## src/rtl/riscv_pkg.sv

```systemverilog
// Shared load/store definitions for the MEM-stage data-memory master: funct3 encodings,
// FSM state type and small helpers for legality, lane enables and store-data replication.
package riscv_pkg;

  localparam logic [2:0] F3_B  = 3'b000;
  localparam logic [2:0] F3_H  = 3'b001;
  localparam logic [2:0] F3_W  = 3'b010;
  localparam logic [2:0] F3_BU = 3'b100;
  localparam logic [2:0] F3_HU = 3'b101;

  typedef enum logic [1:0] {
    StIdle,
    StReq,
    StWaitData,
    StDone
  } lsu_state_t;

  // Unsigned loads have no store counterpart, so stores only accept B/H/W.
  function automatic logic access_legal(input logic is_store, input logic [2:0] f3,
                                        input logic [1:0] off);
    logic ok;
    case (f3)
      F3_B:    ok = 1'b1;
      F3_BU:   ok = !is_store;
      F3_H:    ok = !off[0];
      F3_HU:   ok = !is_store && !off[0];
      F3_W:    ok = (off == 2'b00);
      default: ok = 1'b0;
    endcase
    return ok;
  endfunction

  function automatic logic [3:0] byteenable_of(input logic [2:0] f3, input logic [1:0] off);
    logic [3:0] be;
    case (f3)
      F3_B, F3_BU: be = 4'b0001 << off;
      F3_H, F3_HU: be = 4'b0011 << off;
      F3_W:        be = 4'b1111;
      default:     be = 4'b0000;
    endcase
    return be;
  endfunction

  function automatic logic [31:0] writedata_of(input logic [2:0] f3, input logic [31:0] wd);
    logic [31:0] r;
    case (f3)
      F3_B:    r = {4{wd[7:0]}};
      F3_H:    r = {2{wd[15:0]}};
      default: r = wd;
    endcase
    return r;
  endfunction

endpackage

```

## src/rtl/dmem_avalon_master_if.sv

```systemverilog
// Avalon-MM data-memory bus between the MEM-stage master and the memory slave.
interface dmem_avalon_master_if #(
  parameter int unsigned ADDR_W = 32
);
  logic [ADDR_W-1:0] avm_address;
  logic              avm_read;
  logic              avm_write;
  logic [3:0]        avm_byteenable;
  logic [31:0]       avm_writedata;
  logic [31:0]       avm_readdata;
  logic              avm_waitrequest;
  logic              avm_readdatavalid;

  modport master (
    output avm_address, avm_read, avm_write, avm_byteenable, avm_writedata,
    input  avm_readdata, avm_waitrequest, avm_readdatavalid
  );

  modport slave (
    input  avm_address, avm_read, avm_write, avm_byteenable, avm_writedata,
    output avm_readdata, avm_waitrequest, avm_readdatavalid
  );
endinterface

```

## src/rtl/lsu_load_align.sv

```systemverilog
// Load data alignment: moves the addressed lane to bit 0, then sign- or zero-extends.
module lsu_load_align
  import riscv_pkg::*;
(
  input  logic [31:0] readdata,
  input  logic [1:0]  offset,
  input  logic [2:0]  funct3,
  output logic [31:0] data
);

  logic [31:0] shifted;

  always_comb begin
    shifted = readdata >> {offset, 3'b000};
    case (funct3)
      F3_B:    data = {{24{shifted[7]}}, shifted[7:0]};
      F3_BU:   data = {24'h0, shifted[7:0]};
      F3_H:    data = {{16{shifted[15]}}, shifted[15:0]};
      F3_HU:   data = {16'h0, shifted[15:0]};
      default: data = shifted;
    endcase
  end

endmodule

```

## src/rtl/dmem_avalon_master.sv

```systemverilog
// MEM-stage load/store master: turns pipeline requests into Avalon-MM transfers and stalls
// the pipeline until the transfer finishes.
module dmem_avalon_master
  import riscv_pkg::*;
#(
  parameter int unsigned ADDR_W = 32
) (
  input  logic                       clk,
  input  logic                       rst,
  input  logic                       mem_read,
  input  logic                       mem_write,
  input  logic [2:0]                 funct3,
  input  logic [ADDR_W-1:0]          addr,
  input  logic [31:0]                wdata,
  output logic [31:0]                rdata,
  output logic                       stall,
  output logic                       misalign,
  dmem_avalon_master_if.master       avm
);

  lsu_state_t        state_q, state_d;
  logic              read_q, write_q, is_store_q;
  logic [ADDR_W-1:0] address_q;
  logic [3:0]        be_q;
  logic [31:0]       writedata_q, rdata_q, load_data;
  logic [1:0]        off_q;
  logic [2:0]        f3_q;

  logic req, is_store, legal, accept;

  // A simultaneous read and write is handled as a read.
  assign req      = mem_read | mem_write;
  assign is_store = mem_write & ~mem_read;
  assign legal    = access_legal(is_store, funct3, addr[1:0]);
  assign accept   = (state_q == StIdle) && req && legal;

  always_comb begin
    state_d  = state_q;
    stall    = 1'b0;
    misalign = 1'b0;
    unique case (state_q)
      StIdle: begin
        if (req && legal) begin
          stall   = 1'b1;
          state_d = StReq;
        end else if (req) begin
          misalign = ~rst;
        end
      end
      StReq: begin
        stall = 1'b1;
        if (!avm.avm_waitrequest) state_d = is_store_q ? StDone : StWaitData;
      end
      StWaitData: begin
        stall = 1'b1;
        if (avm.avm_readdatavalid) state_d = StDone;
      end
      StDone:  state_d = StIdle;
      default: state_d = StIdle;
    endcase
  end

  lsu_load_align u_align (
    .readdata (avm.avm_readdata),
    .offset   (off_q),
    .funct3   (f3_q),
    .data     (load_data)
  );

  always_ff @(posedge clk) begin
    if (rst) begin
      state_q     <= StIdle;
      read_q      <= 1'b0;
      write_q     <= 1'b0;
      is_store_q  <= 1'b0;
      address_q   <= '0;
      be_q        <= 4'b0000;
      writedata_q <= 32'h0;
      rdata_q     <= 32'h0;
      off_q       <= 2'b00;
      f3_q        <= 3'b000;
    end else begin
      state_q <= state_d;
      if (accept) begin
        read_q      <= ~is_store;
        write_q     <= is_store;
        is_store_q  <= is_store;
        address_q   <= {addr[ADDR_W-1:2], 2'b00};
        be_q        <= byteenable_of(funct3, addr[1:0]);
        writedata_q <= writedata_of(funct3, wdata);
        off_q       <= addr[1:0];
        f3_q        <= funct3;
      end
      if (state_q == StReq && !avm.avm_waitrequest) begin
        read_q  <= 1'b0;
        write_q <= 1'b0;
      end
      if (state_q == StWaitData && avm.avm_readdatavalid) rdata_q <= load_data;
    end
  end

  assign avm.avm_address    = address_q;
  assign avm.avm_read       = read_q;
  assign avm.avm_write      = write_q;
  assign avm.avm_byteenable = be_q;
  assign avm.avm_writedata  = writedata_q;
  assign rdata              = rdata_q;

endmodule

```

## src/flat_wrapper.sv

```systemverilog
// flat-port wrapper written by rule: the top's interface ports become plain ports
module dmem_avalon_master_flat import riscv_pkg::*;
#(
  parameter int unsigned ADDR_W = 32
)
  (clk, rst, mem_read, mem_write, funct3, addr, wdata, rdata, stall, misalign, avm_avm_address, avm_avm_read, avm_avm_write, avm_avm_byteenable, avm_avm_writedata, avm_avm_readdata, avm_avm_waitrequest, avm_avm_readdatavalid);
  dmem_avalon_master_if #(.ADDR_W(ADDR_W)) avm_i ();
  input  logic clk;
  input  logic rst;
  input  logic mem_read;
  input  logic mem_write;
  input  logic [2:0] funct3;
  input  logic [ADDR_W-1:0] addr;
  input  logic [31:0] wdata;
  output logic [31:0] rdata;
  output logic stall;
  output logic misalign;
  output wire logic [$bits(avm_i.avm_address)-1:0] avm_avm_address;
  output wire logic [$bits(avm_i.avm_read)-1:0] avm_avm_read;
  output wire logic [$bits(avm_i.avm_write)-1:0] avm_avm_write;
  output wire logic [$bits(avm_i.avm_byteenable)-1:0] avm_avm_byteenable;
  output wire logic [$bits(avm_i.avm_writedata)-1:0] avm_avm_writedata;
  input wire logic [$bits(avm_i.avm_readdata)-1:0] avm_avm_readdata;
  input wire logic [$bits(avm_i.avm_waitrequest)-1:0] avm_avm_waitrequest;
  input wire logic [$bits(avm_i.avm_readdatavalid)-1:0] avm_avm_readdatavalid;
  assign avm_avm_address = avm_i.avm_address;
  assign avm_avm_read = avm_i.avm_read;
  assign avm_avm_write = avm_i.avm_write;
  assign avm_avm_byteenable = avm_i.avm_byteenable;
  assign avm_avm_writedata = avm_i.avm_writedata;
  assign avm_i.avm_readdata = avm_avm_readdata;
  assign avm_i.avm_waitrequest = avm_avm_waitrequest;
  assign avm_i.avm_readdatavalid = avm_avm_readdatavalid;
  dmem_avalon_master #(.ADDR_W(ADDR_W)) u_core (.clk(clk), .rst(rst), .mem_read(mem_read), .mem_write(mem_write), .funct3(funct3), .addr(addr), .wdata(wdata), .rdata(rdata), .stall(stall), .misalign(misalign), .avm(avm_i));
endmodule
```

## config.mk

```make
export PLATFORM = sky130hd
export DESIGN_NAME = dmem_avalon_master_flat
export DESIGN_NICKNAME = d
export VERILOG_FILES = /design/src/rtl/riscv_pkg.sv /design/src/rtl/dmem_avalon_master_if.sv /design/src/rtl/lsu_load_align.sv /design/src/rtl/dmem_avalon_master.sv /design/src/flat_wrapper.sv
export SDC_FILE = /design/constraint.sdc
export NUM_CORES = 1
export LEC_CHECK = 0
export BUFFER_PORTS_ARGS = -buffer_cell sky130_fd_sc_hd__buf_2
export CORE_MARGIN = 2
export CORE_UTILIZATION = 44
export DETAILED_ROUTE_END_ITERATION = 6
export PLACE_DENSITY = 0.77
export SYNTH_ARGS = -nofsm -noshare
export SYNTH_HDL_FRONTEND = slang
export SYNTH_HIERARCHICAL = 1
export SYNTH_SLANG_ARGS = --single-unit
```

## constraint.sdc

```tcl
create_clock -name clk -period 1.7 [get_ports clk]
set_clock_uncertainty 0.05 [all_clocks]
set_input_delay 0.255 -clock clk [delete_from_list [all_inputs] [get_ports clk]]
set_output_delay 0.255 -clock clk [all_outputs]
set_load 0.005 [all_outputs]
```

Yosys cells after proc, flatten, opt, wreduce, memory -nomap -nowiden:

Index checks and enable logic that the tools add are counted.

* equality and inequality tests: 13
* shift-type cells: 3
* muxes and demuxes: 14
* bitwise gates (word level): 5
* reduce and logical (&&, ||, !) cells: 18

Operators with widths (number)
* $pmux 32 s4: 1
* $pmux 32 s2: 1
* $shr 32x5->32: 1
* $eq 3x3->1 const B: 4
* $pmux 4 s3: 1
* $pmux 2 s4: 1
* $reduce_or 2->1: 4
* $eq 3x1->1 const B: 2
* $logic_and 1x1->1: 6
* $logic_not 3->1: 2
* $mux 2: 3
* $ne 2x2->1 const B: 3
* $mux 1: 5
* $pmux 1 s5: 1
* $eq 2x2->1 const B: 2
* $logic_not 2->1: 2
* $shl 1x2->4 const A: 1
* $shl 2x2->4 const A: 1
* $eq 3x2->1 const B: 1
* $logic_not 1->1: 3
* $not 1->1: 3
* $reduce_and 3->1: 1
* $eq 2x1->1 const B: 1
* $pmux 1 s2: 1
* 2 further kinds: 2

* register bits after elaboration: 108
* input port bits: 105
* output and inout port bits: 104
* word-level logic and storage cells: 63

Depth between registers and ports, before layout:

* depth in word-level cells: 8
* gate-level depth with buffers: 8
* depth with buffers taken out: 6

Modules after synthesis:

The synthesis kept the hierarchy.

Modules (own cells, without submodules)
* dmem_avalon_master: times used 1, cells an instance 550, area an instance 4496.8 um^2, seq. area each 2162.1 um^2
* lsu_load_align: times used 1, cells an instance 107, area an instance 694.4 um^2, seq. area each 0.0 um^2

Worst setup path after synthesis:

OpenSTA, ideal clock, no wires.

* kind: reg2out
* from: register u_core.state_q[0]
* to: output port stall
* arrival time: 1.527 ns
* required time: 1.395 ns
* slack: -0.132 ns
* cell stages (with the launch flop): 8
* path buffers: 2
* cells stage by stage: dfxtp_1 -> inv_1 -> ha_1 -> o21a_1 -> clkbuf_1 -> clkbuf_1 -> a21oi_1 -> nor2_1

* cells in the longest elaborated chain, start to end: 3
* elaborated cells between the ends (all ways): 5
* classes of those cells: eq/ne: 2; mux: 1; reduce/logical: 2

RTL lines
* from (decl): RTL line dmem_avalon_master.sv:21 `lsu_state_t state_q, state_d;`
* from (signal assigned): RTL line dmem_avalon_master.sv:72 `state_q <= StIdle;`
* from (signal assigned): RTL line dmem_avalon_master.sv:83 `state_q <= state_d;`
* $eq 2x2->1 or $eq 2x1->1 (tied branches): RTL line dmem_avalon_master.sv:41 `unique case (state_q)`
* $reduce_or 2->1 (no line)
* $pmux 1 s2 (*): RTL line dmem_avalon_master.sv:41
* to (decl): RTL line flat_wrapper.sv:16 `output logic stall;`

Mark *: on every way between the ends. The rest lies on a longest branch, timed or not.

Worst setup path after layout:

Ends and elaborated chain as after synthesis.

==> results.json <==
{
  "postCtsHoldBufs": 0,
  "synth.cell_area_mm2": 0.00519,
  "ys_warn_count": 6,
  "cts_tree": "built",
  "setup_viol": 0,
  "async_set_or_reset_flop_fraction_in_the_synthesized_netlist_pct": 0,
  "critical_path_class": "reg -> out",
  "dpl.cell_count": 986,
  "global_route_wire_length_before_repair_um": 25900,
  "post_synth_num_cell_types": 44,
  "unrepaired_setup_endpoints_after_global_routing": "true",
  "post_synth_top_area_share_pct": 41.6,
  "cap_viol_max_count": 0,
  "floorplan.initialDensity_pct": 45.3,
  "critPathCapture": "stall",
  "maximum_vdd_drop_v": 0.000895,
  "number_of_antenna_violations_at_the_first_check_in_global_routing": 1,
  "setup_slack_ns": 0.0134,
  "achievable-frequency_mhz": 593,
  "clkLatencyLatePin_ns": 0.35,
  "layout.cells.most_common_list": "buf_2 (205), a21oi_1 (108), dfxtp_1 (105)",
  "flow.area_growth_from_synthesis_pct": 37.2,
  "synthFlopType": "dfxtp_1",
  "synth_sequential_area_ratio_pct": 41.6,
  "synth.ff_latch_count": 108,
  "setup.worst_path.end_class": "primary output",
  "critical_path.reg2reg.startpoint": "u_core/off_q[0]",
  "path_clk_slew_ns": 0.08,
  "port_buffers": 206,
  "critical-path-top-delay-family": "flip-flops",
  "globalRouteOverflowTotal": 0,
  "num_vias": 5594,
  "avgRoutedWirePerCell_um": 16.1,
  "place.detailed.hpwl_um": 11300,
  "power.density_cell_area_mw_per_mm2": 1260,
  "gp_congestion": 0.849,
  "timing.critical_path.from_type": "flip-flop",
  "required_time_of_the_critical_path_ns": 1.39,
  "final_design_area_no_fill_mm2": 0.00712,
  "drt_pass1_iterations": 5,
  "die-height_um": 113,
  "cts_max_level": 3,
  "final_cell_count_no_fill": 1011,
  "routed_wire_length_um": 16300,
  "r2r_cells": 9,
  "drive_gt1_share_pct": 36.9,
  "num_io_pins": 209,
  "netlist_instances": 657,
  "fp.coreArea_mm2": 0.0115,
  "fin_nets": 972,
  "r2r_slack_ns": 0.03,
  "drt_drc": 0,
  "holdCritPathClass": "in -> reg",
  "cts_sinks": 108,
  "placement.cell_area_mm2": 0.00660,
  "vias_in_the_first_global_route": 5236,
  "grt_max_degree": 44,
  "worst_ep_arrival_time_ns": 1.38,
  "die_area_mm2": 0.0127,
  "dp_worst_setup_slack_ns": -0.0363,
  "synth.avg_cell_area_um2": 7.90,
  "die_w_um": 113,
  "worstPathCellList": "inv_2, ha_4, o21a_4, a21oi_2, nor2_1, buf_2",
  "cp.depth": 6,
  "crit_path_max_incr_delay_ns": 0.37,
  "cts_max_path_buffers": 2,
  "drt_first_iter_violations": 469,
  "top_fanout_value_on_the_critical_path": 3,
  "hold_viol_final": 0,
  "outcome": "completed",
  "final.hold.worst_slack_ns": 0.0942,
  "synth.largest_area_cell": "dfxtp_1",
  "worst-path-buf-inv": 2,
  "critPathLaunch": "u_core/state_q[0]",
  "timing.final.max_slew_violations": 0,
  "fill_cells": 1047,
  "synth_area_leaders": "dfxtp_1 (42%), a21oi_1 (11%), mux2i_1 (7.1%)",
  "final_min_period_over_clock_period_pct": 99.2,
  "antenna_left": 0,
  "leakage_uw": 0.00303,
  "cpMaxStageDelayCell": "dfxtp_2",
  "placement_rows": 39,
  "min_period_ns": 1.69,
  "avgViaCountPerCell": 5.53,
  "cts-root-buf": "clkbuf_16",
  "cts-buffers-inserted": 9,
  "globalRouteTotalUtil_pct": 24.8,
  "synth_edf_count": 0,
  "layout.cells.most_common": "buf_2",
  "rr_endpoint": "u_core/rdata[23]"
}
registers in the layout (all words and copies together), names as in the netlist:
register                   cells
u_core/avm.avm_writedata      32
u_core/off_q                   2
u_core/state_q                 2
u_core/is_store_q              1
u_core/avm.avm_read            1
u_core/f3_q                    3
u_core/avm.avm_byteenable      4
u_core/avm.avm_write           1
u_core/rdata                  32
u_core/avm.avm_address        30
what timing repair did:
item / 4_1_cts / 5_1_grt
setup buffers: 3 / 5
setup endpoints to repair: 18 / 26
endpoints found under the hold margin: 0 / 0
cloned: 0 / 0
pin swaps: 1 / 12
resized for setup: 9 / 40
layer usage:
| metal | global-route usage (%) | share of wire (%) |
|---|---|---|
| met1 | 33.0 | 43 |
| met2 | 39.9 | 47 |
| met3 | 5.45 | 8.6 |
| met4 | 8.86 | 1.8 |
| met5 | 0 | 0 |
power by group:
part,switching [uW],internal [uW]
clock network,1000,1150
logic,2020,1650
registers,211,2910
total,3240,5710
worst min path at each step:
| stage | startpoint | slack (ns) | cells past startpoint | end |
|---|---|---|---|---|
| detailed placement | u_core/rdata[3] | 0.39 | 2 | u_core/rdata[3] |
| global route | addr[24] | 0.1 | 3 | u_core/avm.avm_address[24] |
| CTS | addr[18] | 0.08 | 3 | u_core/avm.avm_address[18] |
| global placement | u_core/rdata[13] | 0.39 | 2 | u_core/rdata[13] |
| floorplan | addr[10] | 0.35 | 2 | u_core/avm.avm_address[10] |
| finish | addr[2] | 0.09 | 3 | u_core/avm.avm_address[2] |
metrics by stage:
stage / total power, uW / utilization [%] / TNS, ns
2_1_floorplan: 5060 / - / -0.0396
3_3_place_gp: 6430 / 57.6 / 0
3_5_place_dp: 6450 / 57.6 / -0.375
4_1_cts: 8760 / 60.6 / 0
5_1_grt: 9480 / 62.1 / -0.636
6_report: 8940 / 62.1 / 0
worst register-to-register path, delay by kind of cell, from the launching register on:
kind            cells  cell delay [ns]
compound gates      4             0.59
simple gates        2             0.21
buf+inv             3             0.41
flops               1             0.36
cells in the mapped netlist (4+ instances only):
master / count
o2111ai_1: 8
a211oi_1: 25
ha_1: 5
nor2_1: 28
nor2b_1: 9
nand2_1: 97
a311oi_1: 9
a21oi_1: 115
nand3_1: 44
mux2i_1: 37
dfxtp_1: 108
buf_2: 19
clkbuf_1: 36
buf_4: 5
o21ai_0: 68
inv_1: 6
nor3_1: 4
area by class of cell:
type | count | area, um^2 | area share [%]
Timing Repair Buffer | 257 | 1590 | 22.3
Clock buffer | 9 | 225 | 3.16
Antenna cell | 1 | 2.50 | 0.0351
Multi-Input combinational cell | 480 | 2860 | 40.2
Sequential cell | 108 | 2170 | 30.4
Clock inverter | 7 | 75.1 | 1.05
Inverter | 6 | 22.5 | 0.316
Tap cell | 143 | 179 | 2.51
logic make-up after synthesis:
| kind of cell | synth area share [%] |
|---|---|
| AOI/OAI and AO/OA | 26.9 |
| buffers and inverters | 6.17 |
| DFF | 41.6 |
| other | 0.0722 |
| muxes | 7.13 |
| adders and majority gates | 1.21 |
| and+or+nand+nor | 16.9 |
Note: power is estimated with default switching activity, not from simulation.
